===== config.mk =====
export PLATFORM = sky130hd
export DESIGN_NAME = step_watchdog
export DESIGN_NICKNAME = d
export VERILOG_FILES = /design/src/rtl/step_watchdog_pkg.sv /design/src/rtl/step_idle_counter.sv /design/src/rtl/step_watchdog.sv
export SDC_FILE = /design/constraint.sdc
export NUM_CORES = 1
export LEC_CHECK = 0
export BUFFER_PORTS_ARGS = -buffer_cell sky130_fd_sc_hd__buf_2
export CAP_MARGIN = 20
export CORE_UTILIZATION = 55
export DETAILED_ROUTE_END_ITERATION = 7
export MAX_ROUTING_LAYER = met4
export PLACE_DENSITY = 0.77
export SLEW_MARGIN = 20
export SYNTH_ARGS = -nofsm -noshare
export SYNTH_HDL_FRONTEND = slang
export SYNTH_SLANG_ARGS = --single-unit

===== constraint.sdc =====
create_clock -name clk -period 2.93 [get_ports clk]
set_input_delay 0.7325 -clock clk [delete_from_list [all_inputs] [get_ports clk]]
set_output_delay 0.7325 -clock clk [all_outputs]
set_load 0.01 [all_outputs]

===== src/rtl/step_watchdog_pkg.sv =====
// Shared types and helpers for the step-activity watchdog.
package step_watchdog_pkg;

    typedef enum logic [1:0] {
        WD_DISARMED = 2'd0,
        WD_ARMED    = 2'd1,
        WD_TRIPPED  = 2'd2
    } wd_state_e;

    // Idle timeout expressed in clock cycles.
    function automatic longint wd_limit(input longint hz, input longint timeout_s);
        return hz * timeout_s;
    endfunction

endpackage


===== src/rtl/step_idle_counter.sv =====
// One step channel: toggle detect, saturating idle counter and registered stale flag.
module step_idle_counter #(
    parameter int unsigned           CNT_BITS = 32,
    parameter logic [CNT_BITS-1:0]   LIMIT    = '1,
    parameter bit                    DBG_EN   = 1'b0
) (
    input  logic       clk_i,
    input  logic       clr_i,
    input  logic       step_i,
    output logic       stale_o,
    output logic [7:0] dbg_o
);

    logic                prev_q;
    logic [CNT_BITS-1:0] cnt_q, cnt_d;
    logic                stale_q;
    logic                edge_w;

    assign edge_w = step_i ^ prev_q;

    // An edge always beats saturation; the counter never wraps.
    always_comb begin
        cnt_d = cnt_q;
        if (edge_w)
            cnt_d = '0;
        else if (cnt_q != LIMIT)
            cnt_d = cnt_q + CNT_BITS'(1);
    end

    always_ff @(posedge clk_i) begin
        if (clr_i) begin
            prev_q  <= 1'b0;
            cnt_q   <= '0;
            stale_q <= 1'b0;
        end else begin
            prev_q  <= step_i;
            cnt_q   <= cnt_d;
            stale_q <= (cnt_q == LIMIT) && !edge_w;
        end
    end

    assign stale_o = stale_q;
    assign dbg_o   = DBG_EN ? cnt_q[CNT_BITS-1 -: 8] : 8'h00;

endmodule


===== src/rtl/step_watchdog.sv =====
// Step-activity watchdog: per-channel idle timers, arm synchroniser and a sticky
// shutdown request once any guarded channel has been idle for the timeout.
//
//   state       | meaning
//   WD_DISARMED | counters run, staleness ignored
//   WD_ARMED    | any guarded stale channel trips
//   WD_TRIPPED  | req_shutdown latched until clr
module step_watchdog
    import step_watchdog_pkg::*;
#(
    parameter int unsigned          NSTEPDIR   = 6,
    parameter int unsigned          HZ         = 48000000,
    parameter int unsigned          TIMEOUT_S  = 10,
    parameter int unsigned          CNT_BITS   = 32,
    parameter logic [NSTEPDIR-1:0]  GUARD_MASK = 6'b100000,
    parameter int unsigned          DBG_CHAN   = 5
) (
    input  logic                clk,
    input  logic                clr,
    input  logic [NSTEPDIR-1:0] step,
    input  logic                arm_n,
    output logic [NSTEPDIR-1:0] stale,
    output logic                armed,
    output logic                req_shutdown,
    output logic [2:0]          trip_chan,
    output logic [7:0]          idle_dbg
);

    localparam longint              LIMIT_L = wd_limit(longint'(HZ), longint'(TIMEOUT_S));
    localparam logic [CNT_BITS-1:0] LIMIT   = LIMIT_L[CNT_BITS-1:0];

    logic [NSTEPDIR-1:0] stale_w;
    logic [7:0]          dbg_w [NSTEPDIR];

    for (genvar i = 0; i < NSTEPDIR; i++) begin : g_chan
        step_idle_counter #(
            .CNT_BITS (CNT_BITS),
            .LIMIT    (LIMIT),
            .DBG_EN   (i == DBG_CHAN)
        ) u_cnt (
            .clk_i   (clk),
            .clr_i   (clr),
            .step_i  (step[i]),
            .stale_o (stale_w[i]),
            .dbg_o   (dbg_w[i])
        );
    end

    logic          arm_meta_q, arm_sync_q;
    wd_state_e     state_q, state_d;
    logic          armed_q, req_q;
    logic [2:0]    trip_chan_q, trip_chan_d;
    logic [7:0]    idle_dbg_q, idle_dbg_d;
    logic [NSTEPDIR-1:0] guarded_w;

    assign guarded_w = stale_w & GUARD_MASK;

    always_comb begin
        state_d     = state_q;
        trip_chan_d = trip_chan_q;
        case (state_q)
            WD_DISARMED: if (!arm_sync_q) state_d = WD_ARMED;
            WD_ARMED: begin
                if (|guarded_w) begin
                    state_d = WD_TRIPPED;
                    // Descending scan so the lowest guarded index wins.
                    for (int i = NSTEPDIR - 1; i >= 0; i--)
                        if (guarded_w[i]) trip_chan_d = 3'(i);
                end
            end
            WD_TRIPPED:  state_d = WD_TRIPPED;
            default:     state_d = WD_DISARMED;
        endcase
    end

    // Only the DBG_CHAN instance drives a non-zero byte.
    always_comb begin
        idle_dbg_d = 8'h00;
        for (int i = 0; i < NSTEPDIR; i++)
            idle_dbg_d = idle_dbg_d | dbg_w[i];
    end

    always_ff @(posedge clk) begin
        if (clr) begin
            arm_meta_q  <= 1'b1;
            arm_sync_q  <= 1'b1;
            state_q     <= WD_DISARMED;
            armed_q     <= 1'b0;
            req_q       <= 1'b0;
            trip_chan_q <= 3'd0;
            idle_dbg_q  <= 8'h00;
        end else begin
            arm_meta_q  <= arm_n;
            arm_sync_q  <= arm_meta_q;
            state_q     <= state_d;
            armed_q     <= (state_d != WD_DISARMED);
            req_q       <= (state_d == WD_TRIPPED);
            trip_chan_q <= trip_chan_d;
            idle_dbg_q  <= idle_dbg_d;
        end
    end

    assign stale        = stale_w;
    assign armed        = armed_q;
    assign req_shutdown = req_q;
    assign trip_chan    = trip_chan_q;
    assign idle_dbg     = idle_dbg_q;

endmodule


==> impl_metrics.json, run 1 <==
{
  "status": "complete, no violations",
  "antenna_found_initial": 0,
  "hold_buffers": 0,
  "grt_overflow_total": 0,
  "wl_per_cell_um": 13.04,
  "port_buffers": 26,
  "required_ns": 3.30,
  "p_clk_share_pct": 46.0,
  "synth-edff-count": 0,
  "nets": 1171,
  "io_pins": 28,
  "max_cap_violations": 0,
  "seqPwrFrac_pct": 51.4,
  "die_x_um": 135.1,
  "final_antenna_net_count": 0,
  "synth_top_area_share_pct": 45.03,
  "n_antenna_cell": 0,
  "dieArea_mm2": 0.01824,
  "cts_tree": "built",
  "grt_pass1_vias": 6981,
  "critical_path_class": "reg -> reg",
  "cts_buffers": 23,
  "rsz0062_at_grt": "false",
  "power.internal_mw": 4.645,
  "track_usage_pct": 20.72,
  "synthXorXnorAreaFrac_pct": 14.66,
  "grt_start_max_net_pins": 34,
  "wirelength_mm": 18.09,
  "gp_congestion": 0.8119,
  "ys_seq_area_share_pct": 45.03,
  "first_pass_iters": 5,
  "setup_viol": 0,
  "peakVddDrop_mv": 0.5027,
  "cts_sinks": 219,
  "synth-simple-area-share_pct": 32.00,
  "async_flop_share_pct": 0,
  "yosysMostFrequentCell": "dfxtp_1",
  "place_ws_ns": 0.7295,
  "grt_first_pass_wirelength_mm": 30.85,
  "p_per_area_mw_per_mm2": 543.1,
  "die_h_um": 135.1,
  "setup.worst_path.end_class": "register",
  "avgSynthCellArea_um2": 8.663,
  "p_comb_share_pct": 2.6,
  "synthesis.area_mm2": 0.009737,
  "synth-compound-area-share_pct": 2.660,
  "synth_adder_area_share_pct": 1.542,
  "fin_crit_ns": 2.237,
  "start_kind": "register",
  "hp-class": "reg -> reg",
  "fp.coreArea_mm2": 0.01730,
  "ys_types": 42,
  "dp_hpwl_mm": 11.95,
  "path_max_fanout": 11,
  "drtIter0Drc": 341,
  "fin_ws_ns": 0.6928,
  "period_share_pct": 76.36,
  "synthMuxAreaShare_pct": 0.7453,
  "whs_ns": 0.4060,
  "syn-num-nets": 1145,
  "final_hold_viol_count": 0,
  "path_clk_slew_ns": 0.06,
  "cp_cell_sequence": "ha_1, inv_1, or4_1, nor4b_1, xnor2_1, nor2_1",
  "slowest_stage": "or4_1",
  "p_leak_nw": 3.648,
  "cts_setup_buffers": 0,
  "drive_gt1_share_pct": 8.176,
  "cts_resized": 0,
  "finalClockSkew_ns": 0.008332,
  "max-slew-margin-rel_pct": 49.16,
  "drc": 0,
  "synth.ff_latch_count": 219,
  "drv_slew": 0,
  "yosys-top-cells-count": "dfxtp_1, nor2_1, xor2_1",
  "vias": 7616,
  "cts_buffer_depth": 3,
  "synthCells": 1124,
  "clk_latency_ns": 0.50,
  "yosys_warnings": 0,
  "rrSetupSlack_ns": 0.69,
  "area_delta_synth_final_pct": 10.87,
  "root_buffer": "clkbuf_16",
  "nFillCells": 1480,
  "synthFlopType": "dfxtp_1",
  "max_stage_delay_ns": 0.69,
  "synth_top_area_cell": "dfxtp_1",
  "htree_levels": 1,
  "rows": 48,
  "synth_top_family_by_area": "simple AND/OR/NAND/NOR gates",
  "via_per_inst": 5.491,
  "switching_power_mw": 1.218,
  "fin_setup_tns_ns": 0,
  "arrival_ns": 2.61,
  "swShare_pct": 20.77,
  "worst_pin_slew_ns": 0.7598,
  "yosys-top-cells-area": "dfxtp_1, xor2_1, nor2_1",
  "start_util_pct": 56.29,
  "max_freq_ghz": 0.4470
}
[power groups by stage]
stage / Sequential [mW] / Clock (mW) / Combinational (mW)
2_1_floorplan: 3.08 / 0 / 0.112
3_3_place_gp: 3.08 / 0 / 0.149
3_5_place_dp: 3.08 / 0 / 0.152
4_1_cts: 3.02 / 2.77 / 0.154
5_1_grt: 3.02 / 2.89 / 0.170
6_report: 3.02 / 2.70 / 0.152
[sequential cells by signal, indices dropped and copies added (netlist names)]
signal	flops
idle_dbg	8
req_shutdown	1
g_chan.u_cnt.cnt_q	192
armed	1
g_chan.u_cnt.prev_q	6
trip_chan	1
arm_meta_q	1
arm_sync_q	1
state_q	2
g_chan.u_cnt.stale_o	6
[worst max-delay path: cells and delay by family (launching register included)]
family,cells,cell delay [ns]
simple gates,3,1.15
buf+inv,1,0.08
xor+xnor,1,0.17
flops,1,0.44
fa+ha+maj,1,0.28
[cell type report]
type | instances | area [um^2] | share of cell area (%)
clock buffer | 32 | 639.4 | 5.923
multi-input combinational | 827 | 5029 | 46.58
tap | 225 | 281.5 | 2.608
clock inverter | 5 | 53.80 | 0.4984
timing repair buffer | 47 | 287.8 | 2.666
sequential | 219 | 4384 | 40.61
inverter | 32 | 120.1 | 1.113
[cells by family after synthesis]
kind of cell	count (synthesis)
multiplexers	7
adder cells (fa/ha/maj)	12
buffers and inverters	78
AO/OA/AOI/OAI	51
XOR/XNOR	163
flip-flops	219
other	1
AND/OR/NAND/NOR	593
[worst paths after layout]
path	from	end	cells after the start
min	arm_meta_q	arm_sync_q	1
min reg2reg	arm_meta_q	arm_sync_q	1
max	g_chan[2].u_cnt.cnt_q[0]	g_chan[2].u_cnt.cnt_q[28]	6
max reg2reg	g_chan[2].u_cnt.cnt_q[0]	g_chan[2].u_cnt.cnt_q[28]	6
[stage by stage]
stage          total power [mW]  cells  instance area [um^2]  utilization [%]
2_1_floorplan             3.189   1124                  9737                -
3_3_place_gp              3.229   1350                 10100            58.41
3_5_place_dp              3.234   1350                 10100            58.41
4_1_cts                   5.940   1387                 10800            62.41
5_1_grt                   6.074   1387                 10800            62.41
6_report                  5.863   1387                 10800            62.41
[layout by cell type, fill, tap and decap left out, types with 5 or more instances in the layout]
cell / instances
a21oi_1: 30
and2_1: 11
and3_1: 28
and4_1: 14
buf_2: 26
buf_4: 21
clkbuf_1: 6
clkbuf_16: 23
dfxtp_1: 219
ha_1: 12
inv_1: 32
mux2i_1: 5
nand2_1: 61
nand2b_1: 10
nand3_1: 75
nand3b_1: 5
nand4_1: 65
nor2_1: 191
nor2b_1: 16
nor3_1: 21
nor4_1: 33
nor4b_1: 11
o21ai_0: 20
or3_1: 22
or4_1: 5
xnor2_1: 58
xor2_1: 105
[routing by layer]
metal | vias up | track usage [%] | wire length [um]
met2 | 96 | 34.39 | 8395
met4 | 0 | 7.366 | 546
met3 | 42 | 3.378 | 492
met1 | 3563 | 25.43 | 8655
li1 | 3915 | - | -
met5 | - | - | 0
No activity file was read; power rests on OpenSTA's default activity.
==> run 2, diff against run 1 <==
==> constraint.sdc (replaced) <==
create_clock -name clk -period 2.2 [get_ports clk]
set_input_delay 0.55 -clock clk [delete_from_list [all_inputs] [get_ports clk]]
set_output_delay 0.55 -clock clk [all_outputs]
set_load 0.01 [all_outputs]
==> impl_metrics.json, run 2 (synthesis results as in run 1) <==
{
  "grt_pass1_vias": 7187,
  "n_antenna_cell": 0,
  "cts_buffer_depth": 3,
  "antenna_found_initial": 0,
  "largest_reg_flops": 192,
  "io_pins": 28,
  "start_kind": "register",
  "root_buffer": "clkbuf_16",
  "track_usage_pct": 21.02,
  "rows": 48,
  "peakVddDrop_mv": 0.7265,
  "top_register": "g_chan.u_cnt.cnt_q",
  "drv_slew": 0,
  "required_ns": 2.58,
  "dpl_cell_area_mm2": 0.01021,
  "setup_viol": 0,
  "wl_per_cell_um": 12.86,
  "p_clk_share_pct": 49.7,
  "htree_levels": 1,
  "p_total_mw": 8.397,
  "final_antenna_net_count": 0,
  "setup.worst_path.end_class": "register",
  "clk_latency_ns": 0.50,
  "seqPwrFrac_pct": 47.8,
  "fp.coreArea_mm2": 0.01730,
  "path_clk_slew_ns": 0.06,
  "final_hold_viol_count": 0,
  "rsz0062_at_grt": "false",
  "max_cap_violations": 0,
  "final_common_cell": "dfxtp_1",
  "max-slew-margin-rel_pct": 60.88,
  "port_buffers": 26,
  "period_share_pct": 93.02,
  "p_leak_nw": 3.779,
  "p_comb_share_pct": 2.5,
  "arrival_ns": 2.43,
  "switching_power_mw": 1.689,
  "path_max_fanout": 7,
  "hold_buffers": 0,
  "nets": 1186,
  "die_x_um": 135.1,
  "hp-class": "in -> reg",
  "first_pass_iters": 4,
  "power.internal_mw": 6.708,
  "via_per_inst": 5.439,
  "finalClockSkew_ns": 0.006672,
  "status": "complete, no violations",
  "cts_tree": "built",
  "critical_path_class": "reg -> reg",
  "cts_resized": 0,
  "fin_ws_ns": 0.1535,
  "place_ws_ns": 0.1541,
  "cts_buffers": 23,
  "drc": 0,
  "grt_overflow_total": 0,
  "dp_hpwl_mm": 12.27,
  "wirelength_mm": 18.06,
  "r2r_cells": 7,
  "drive_gt1_share_pct": 9.669,
  "vias": 7636,
  "nFillCells": 1450,
  "dieArea_mm2": 0.01824,
  "design_area_mm2": 0.01104,
  "grt_first_pass_wirelength_mm": 31.62,
  "fin_crit_ns": 2.046,
  "max_freq_ghz": 0.4886,
  "start_util_pct": 56.29,
  "grt_start_max_net_pins": 34,
  "die_h_um": 135.1,
  "swShare_pct": 20.11,
  "gp_congestion": 0.8678,
  "cts_sinks": 219,
  "cts_setup_buffers": 0,
  "final_cell_mix": "dfxtp_1, nor2_1, xor2_1",
  "area_delta_synth_final_pct": 13.34,
  "min_delay_path_depth": 2,
  "p_per_area_mw_per_mm2": 760.9,
  "worst_pin_slew_ns": 0.5815,
  "fin_setup_tns_ns": 0,
  "drtIter0Drc": 344
}
run 2: cell count changes in the layout (fill, tap and decap cells not counted), sizes merged:
cell      previous run  this run
clkbuf              32        31
clkinv               4         0
clkinvlp             0         1
bufinv               1         5
buf                 47        62
inv                 32        34
run 2: area by class of cell:
| class | instances | area, um^2 | share of cell area [%] |
|---|---|---|---|
| multi-input combinational | 827 | 5029 | 45.57 |
| sequential | 219 | 4384 | 39.73 |
| clock buffer | 31 | 645.6 | 5.850 |
| timing repair buffer | 62 | 400.4 | 3.628 |
| tap | 225 | 281.5 | 2.551 |
| clock inverter | 8 | 175.2 | 1.587 |
| inverter | 32 | 120.1 | 1.088 |
run 2: per-layer routing:
| layer | routed length (um) | track usage, % | vias to the layer above |
|---|---|---|---|
| li1 | - | - | 3937 |
| met4 | 383 | 5.868 | 0 |
| met2 | 8634 | 35.85 | 85 |
| met3 | 460 | 3.153 | 29 |
| met1 | 8578 | 25.78 | 3585 |
| met5 | 0 | - | - |
run 2: final timing paths:
| kind | start | to | slack [ns] |
|---|---|---|---|
| setup / recovery | g_chan[2].u_cnt.cnt_q[1] | g_chan[2].u_cnt.cnt_q[18] | 0.15 |
| hold / removal | arm_n | arm_meta_q | 0.24 |
| setup reg to reg | g_chan[2].u_cnt.cnt_q[1] | g_chan[2].u_cnt.cnt_q[18] | 0.15 |
| hold reg to reg | arm_meta_q | arm_sync_q | 0.40 |
run 2: critical path: stages (launching register included):
cell	delay, ns
dfxtp_1	0.41
ha_1	0.19
inv_1	0.05
or4_1	0.63
buf_4	0.21
nor3_1	0.22
xnor2_1	0.15
nor2_1	0.06
run 2: per-stage QoR:
step / hold slack, ns / std cells / util (%)
after global routing: 0.2256 / 1404 / 63.80
after global placement: 0.3953 / 1365 / 59.06
after detailed placement: 0.3960 / 1365 / 59.06
after CTS: 0.2103 / 1404 / 63.80
after floorplan: 0.3895 / 1124 / -
final: 0.2357 / 1404 / 63.80
run 2: power by group through the flow:
stage / clock, mW / combinational, mW / sequential, mW
floorplan: 0 / 0.149 / 4.10
global placement: 0 / 0.209 / 4.10
detailed placement: 0 / 0.212 / 4.10
CTS: 4.27 / 0.213 / 4.01
global route: 4.42 / 0.238 / 4.02
finish: 4.18 / 0.208 / 4.01
